### config.mk
export PLATFORM = sky130hd
export DESIGN_NAME = store_unit
export DESIGN_NICKNAME = d
export VERILOG_FILES = /design/src/rtl/store_unit.sv
export SDC_FILE = /design/constraint.sdc
export NUM_CORES = 1
export LEC_CHECK = 0
export CORE_MARGIN = 2
export CORE_UTILIZATION = 41
export DETAILED_ROUTE_END_ITERATION = 8
export PLACE_DENSITY = 0.82
export SETUP_SLACK_MARGIN = 0.02
export SLEW_MARGIN = 20
export SYNTH_ARGS = -nofsm -noshare
export SYNTH_HDL_FRONTEND = slang
export SYNTH_SLANG_ARGS = --single-unit
### constraint.sdc
create_clock -name ms_riscv32_mp_clk_in -period 2.3 [get_ports ms_riscv32_mp_clk_in]
set_input_delay 0.46 -clock ms_riscv32_mp_clk_in [delete_from_list [all_inputs] [get_ports ms_riscv32_mp_clk_in]]
set_output_delay 0.46 -clock ms_riscv32_mp_clk_in [all_outputs]
set_load 0.02 [all_outputs]
### src/rtl/store_unit.sv
// store_unit: memory-stage store path; formats one masked word write and runs it over a req/ack bus,
// stalling the pipeline until it completes, is rejected as misaligned, or times out.
module store_unit #(
   parameter int TIMEOUT_CYCLES = 16,
   parameter int CNT_W          = 5
) (
   input  logic        ms_riscv32_mp_clk_in,
   input  logic        ms_riscv32_mp_rst_n_in,
   input  logic        store_valid_in,
   input  logic [1:0]  funct3_in,
   input  logic        flush_in,
   input  logic [31:0] iadder_in,
   input  logic [31:0] rs2_in,
   input  logic        dm_ack_in,
   output logic        dm_wr_req_out,
   output logic [31:0] dm_addr_out,
   output logic [31:0] dm_data_out,
   output logic [3:0]  dm_wr_mask_out,
   output logic        stall_out,
   output logic        store_done_out,
   output logic        misaligned_out,
   output logic        bus_err_out,
   output logic [31:0] err_addr_out
);
   typedef enum logic {IDLE, REQ} state_t;
   state_t           state_q, state_d;
   logic [CNT_W-1:0] cnt_q, cnt_d;
   logic             req_q, req_d, done_q, done_d, mis_q, mis_d, berr_q, berr_d;
   logic [31:0]      addr_q, addr_d, data_q, data_d, err_addr_q, err_addr_d;
   logic [3:0]       mask_q, mask_d;
   logic             accept, legal, expire, stall;
   logic [31:0]      fmt_data;
   logic [3:0]       fmt_mask;
   always_comb begin
      accept     = store_valid_in & ~flush_in;
      legal      = (funct3_in == 2'b00) | ((funct3_in == 2'b01) & ~iadder_in[0]) |
                   ((funct3_in == 2'b10) & (iadder_in[1:0] == 2'b00));
      expire     = (TIMEOUT_CYCLES != 0) && (cnt_q == CNT_W'(TIMEOUT_CYCLES - 1));
      fmt_data   = funct3_in[1] ? rs2_in : funct3_in[0] ? {2{rs2_in[15:0]}} : {4{rs2_in[7:0]}};
      fmt_mask   = funct3_in[1] ? 4'hf : funct3_in[0] ? (iadder_in[1] ? 4'hc : 4'h3) :
                   (4'b0001 << iadder_in[1:0]);
      state_d    = state_q;
      cnt_d      = cnt_q;
      req_d      = req_q;
      addr_d     = addr_q;
      data_d     = data_q;
      mask_d     = mask_q;
      err_addr_d = err_addr_q;
      done_d     = 1'b0;
      mis_d      = 1'b0;
      berr_d     = 1'b0;
      stall      = 1'b0;
      if (state_q == IDLE) begin
         if (accept && legal) begin
            state_d = REQ;
            req_d   = 1'b1;
            cnt_d   = '0;
            addr_d  = {iadder_in[31:2], 2'b00};
            data_d  = fmt_data;
            mask_d  = fmt_mask;
            stall   = 1'b1;
         end else if (accept) begin
            mis_d      = 1'b1;
            err_addr_d = iadder_in;
         end
      end else if (dm_ack_in) begin
         // ack beats a simultaneous timeout expiry
         state_d = IDLE;
         req_d   = 1'b0;
         done_d  = 1'b1;
      end else if (expire) begin
         state_d    = IDLE;
         req_d      = 1'b0;
         berr_d     = 1'b1;
         err_addr_d = addr_q;
      end else begin
         cnt_d = cnt_q + CNT_W'(1);
         stall = 1'b1;
      end
   end
   always_ff @(posedge ms_riscv32_mp_clk_in or negedge ms_riscv32_mp_rst_n_in) begin
      if (!ms_riscv32_mp_rst_n_in) begin
         state_q    <= IDLE;
         cnt_q      <= '0;
         req_q      <= 1'b0;
         addr_q     <= '0;
         data_q     <= '0;
         mask_q     <= '0;
         err_addr_q <= '0;
         done_q     <= 1'b0;
         mis_q      <= 1'b0;
         berr_q     <= 1'b0;
      end else begin
         state_q    <= state_d;
         cnt_q      <= cnt_d;
         req_q      <= req_d;
         addr_q     <= addr_d;
         data_q     <= data_d;
         mask_q     <= mask_d;
         err_addr_q <= err_addr_d;
         done_q     <= done_d;
         mis_q      <= mis_d;
         berr_q     <= berr_d;
      end
   end
   assign dm_wr_req_out  = req_q;
   assign dm_addr_out    = addr_q;
   assign dm_data_out    = data_q;
   assign dm_wr_mask_out = mask_q;
   // stall is combinational, so it is forced low while reset is held
   assign stall_out      = stall & ms_riscv32_mp_rst_n_in;
   assign store_done_out = done_q;
   assign misaligned_out = mis_q;
   assign bus_err_out    = berr_q;
   assign err_addr_out   = err_addr_q;
endmodule
# ---- Word level (Yosys, flattened, before mapping)
# Cells that the tools add are included.
dict set report totals {
  wordCells 68
  register_bits 108
  output_inout_bits 105
}
dict set report classes {
  reduce_logical 9
  bitwise 9
  addsub 1
  n_shift 1
  n_mux 30
  eq_ne 8
}
# operator n
set op_table {}
lappend op_table {{$mux 32} 7}
lappend op_table {{$mux 5} 4}
lappend op_table {{$mux 1} 16}
lappend op_table {{$mux 4} 3}
lappend op_table {{$ne 2x2->1 const B} 3}
lappend op_table {{$add 5x1->5 const B} 1}
lappend op_table {{$eq 5x4->1 const B} 1}
lappend op_table {{$and 1x1->1} 4}
lappend op_table {{$logic_not 2->1} 2}
lappend op_table {{$reduce_and 2->1} 2}
lappend op_table {{$reduce_and 4->1} 1}
lappend op_table {{$reduce_bool 2->1} 2}
lappend op_table {{$shl 1x2->4 const A} 1}
lappend op_table {{$ne 3x2->1 const B} 1}
lappend op_table {{$not 1->1} 3}
lappend op_table {{$reduce_and 3->1} 1}
lappend op_table {{$eq 2x1->1 const B} 1}
lappend op_table {{$eq 2x2->1 const B} 1}
lappend op_table {{$ne 2x1->1 const B} 1}
lappend op_table {{$or 1x1->1} 2}
lappend op_table {{$logic_and 1x1->1} 1}

# ---- Depth between registers and ports, before layout
dict set report depth {
  depth_word 8
  ltp_mapped 8
  depth_no_buf 7
}

# ---- Least setup slack after synthesis
# Ideal clock, no wire load.
dict set report synth_timing {
  path_type {register -> output}
  startpoint {register cnt_q[0]}
  endpoint {output stall_out}
  stages_incl_launch_ff 8
  required_ps 1840
  arrival_time_ps 2005
  slack_ps -165
  n_path_buf 1
  path_cell_list {dfrtp_1 -> ha_1 -> and3_1 -> ha_1 -> or3b_2 -> clkbuf_1 -> o31ai_1 -> and2_1}
}
dict set report synth_via {
  elab_chain_len 5
}
# item line_no
set synth_lines {}
lappend synth_lines {{start: declaration} 27} ;# logic [CNT_W-1:0] cnt_q, cnt_d;
lappend synth_lines {{start signal: assignment} 95} ;# cnt_q <= cnt_d;
lappend synth_lines {{$eq 5x4->1} 38} ;# expire = (TIMEOUT_CYCLES != 0) && (cnt_q == CNT_W'(TIMEOUT_CYCLES - 1));
lappend synth_lines {{$mux 1} 71} ;# end else if (expire) begin
lappend synth_lines {{$mux 1} 66} ;# end else if (dm_ack_in) begin
lappend synth_lines {{$mux 1} 53} ;# if (state_q == IDLE) begin
lappend synth_lines {{via stall} 31} ;# logic accept, legal, expire, stall;
lappend synth_lines {{$and 1x1->1} 111} ;# assign stall_out = stall & ms_riscv32_mp_rst_n_in;
lappend synth_lines {{end: declaration} 19} ;# output logic stall_out,
# The timed path passes the listed nets, and every way through them passes these cells.

# ---- Worst setup path after layout
# Same ends and word-level chain as after synthesis.

==> impl_metrics.toml <==
[pwr]
p_total_w = 0.006746
p_leak_nw = 3.136
ir_drop_mv = 0.4885
powerDensity_nw_per_um2 = 896.5

[setup_path]
cp_max_fo = 2
cp-start-kind = "flip-flop"
crit_chain = "ha_2 > and3_4 > ha_4 > or3b_4 > o31ai_4 > and2_4 > buf_6"
crit_arrival_ps = 2000
rr_worst_depth = 9
endpoint_kind = "output port"
worstPathRequired_ps = 1840
r2r_start = "cnt_q[0]"
worstSetupPathType = "flip-flop to output port"
timing.rr.end = "err_addr_out[24]"
r2r_setup_slack_ps = 180
slowest_delay_ps = 400
crit_slowest_cell = "dfrtp_1"

[timing]
setup_viol = 1
rsz0062_at_grt = "yes"
clock_skew_ps = 7.988
hold_ws_ps = 242.1
layout_setup_ws_ps = -160.4
fmax_ghz = 0.4064
period_minus_slack_ps = 2460
finalHoldViolCount = 0
period_share_pct = 107.0
tightest_slew_ps = 573.7
slew_headroom_pct = 61.75
slew_violations = 0

[global_route]
grt_max_degree = 109
antenna_found_initial = 0
grt_pass1_wl_mm = 22.43
grt_use_total_pct = 21.55
grt_overflow = 0
grt_pass1_vias = 4451

[drt]
wl_mm = 14.08
first_pass_iters = 4
ant_nets = 0
drc = 0
via_per_inst = 5.374
vias = 4186
drt-initial-drc-count = 336
wl_per_cell_um = 18.07

[synthesis]
yosysTopAreaCell = "dfrtp_1"
synthFlopType = "dfrtp_1"
synth_top_area_share_pct = 52.52
seq_area_frac_synth_pct = 52.52
synth_edf_count = 0
netlist_instances = 431
synth-async-reset-ratio_pct = 100.0
yosys-top-cells-area = "dfrtp_1 53%, mux2_2 15%, a221oi_1 5.1%"
synth.distinct_cells = 44
synth_commonest_cells = "108 x dfrtp_1, 70 x mux2_2, 32 x nor2_1"
yosysMostFrequentCell = "dfrtp_1"
syn_area_um2 = 5146
yosysWarnings = 0
synth_seq_cells = 108
synth.avg_cell_area_um2 = 11.94

[placement]
dp_hpwl_mm = 9.939
dpl_worst_slack_ps = -408.8
port-buffer-count = 173
gp_congestion = 0.7553

[outcome]
violations = "negative setup slack"
status = "finished, violations left"

[floorplan]
die_h_um = 116.0
die_area_um2 = 13460
fp-row-count = 40
coreArea_um2 = 12110
initial_utilization_pct = 42.49
pin_count = 176
die_x_um = 116.0

[clock_network]
insertion_delay_ps = 340
root_buffer = "clkbuf_16"
cts_buffer_depth = 2
numClockSinks = 108
cts_made_buffers = 9
cts_max_level = 3
clk_pin_slew_ps = 70
hold_buffers = 0
cts_tree = "built"

[final_layout]
diodes = 0
layout-drive-gt1-share_pct = 22.09
nNetsFinal = 680
syn_to_final_growth_pct = 46.22

[hold_path]
worst_hold_path_type = "primary input to async pin"

[job]
cap_violations = 0
==> through the flow <==
stage	cell area, um^2	utilization, %	setup TNS [ps]	std cells
final	7525	62.13	-160.4	779
after global routing	7525	62.13	-236.5	779
after CTS	7521	62.10	-181.5	779
after detailed placement	7232	59.71	-21290	763
after global placement	7232	59.71	-18540	763
after floorplan	5181	-	0	432
==> sequential cells by signal, indices dropped and copies added, names as in the netlist <==
register,count
dm_wr_mask_out,4
dm_addr_out,30
misaligned_out,1
dm_data_out,32
err_addr_out,32
bus_err_out,1
cnt_q,5
state_q,1
dm_wr_req_out,1
store_done_out,1
==> per-layer routing <==
layer | up-vias | wire (um) | share of wire (%) | GRT usage (%)
li1 | 1911 | - | - | -
met1 | 2093 | 5361 | 38 | 23.95
met2 | 169 | 7224 | 51 | 38.21
met3 | 13 | 1362 | 9.7 | 9.519
met4 | 0 | 129 | 0.92 | 4.841
met5 | - | 0 | 0 | 0
==> where the power goes <==
group	internal [W]	switching, W	leakage [nW]	total (W)
sequential	0.00239	0.000323	1.28	0.00271
combinational	0.00140	0.00123	1.73	0.00264
clock	0.000730	0.000671	0.129	0.00140
==> final cells by class <==
cell class	instances	area, um^2
sequential	108	2704
clock inverter	4	27.53
timing repair buffer	203	2034
multi-input combinational	278	2290
fill	967	4587
clock buffer	11	232.7
tap	168	210.2
inverter	7	26.28
==> kinds of logic (layout without fill, tap and decap cells) <==
family,Yosys count,after routing,share of synthesized area [%]
fa+ha+maj,2,2,0.4862
flops,108,108,52.52
xor+xnor,2,2,0.3404
buf+inv,46,225,3.939
compound gates,88,88,13.25
mux,89,89,19.79
other cells,1,2,0.07287
simple gates,95,95,9.604
==> worst max path at each step <==
stage / from / cells after the start / slack (ps) / to
6_report: cnt_q[0] / 7 / -160 / stall_out
5_1_grt: cnt_q[0] / 7 / -240 / stall_out
4_1_cts: cnt_q[0] / 7 / -180 / stall_out
3_5_place_dp: cnt_q[1] / 7 / -410 / stall_out
3_3_place_gp: store_valid_in / 5 / -400 / stall_out
2_1_floorplan: cnt_q[0] / 7 / 30 / stall_out
==> worst max-delay path, delay by kind of cell (launching register included) <==
kind                     cells  cell delay (ps)
AO/OA/AOI/OAI                1               70
adder cells (fa/ha/maj)      2              340
buffers and inverters        1              100
flip-flops                   1              400
AND/OR/NAND/NOR              3              740
==> placed cells by master (no fill, tap or decap), types with 3 or more instances in the layout <==
cell type / n
a221oi_1: 30
a22oi_1: 30
buf_12: 6
buf_4: 24
clkbuf_16: 9
clkdlybuf4s50_1: 171
dfrtp_1: 107
inv_1: 7
mux2_2: 70
mux2_4: 8
mux2i_1: 11
nand2_1: 17
nand2b_1: 3
nor2_1: 31
nor2b_1: 30
o21ai_0: 11
==> timing repair <==
| item | CTS | global route |
|---|---|---|
| gates cloned | 0 | 0 |
| setup buffers | 1 | 0 |
| pin swaps | 4 | 1 |
| setup endpoints to repair | 9 | 35 |
| resized for setup | 10 | 1 |
No activity file was read; power rests on OpenSTA's default activity.
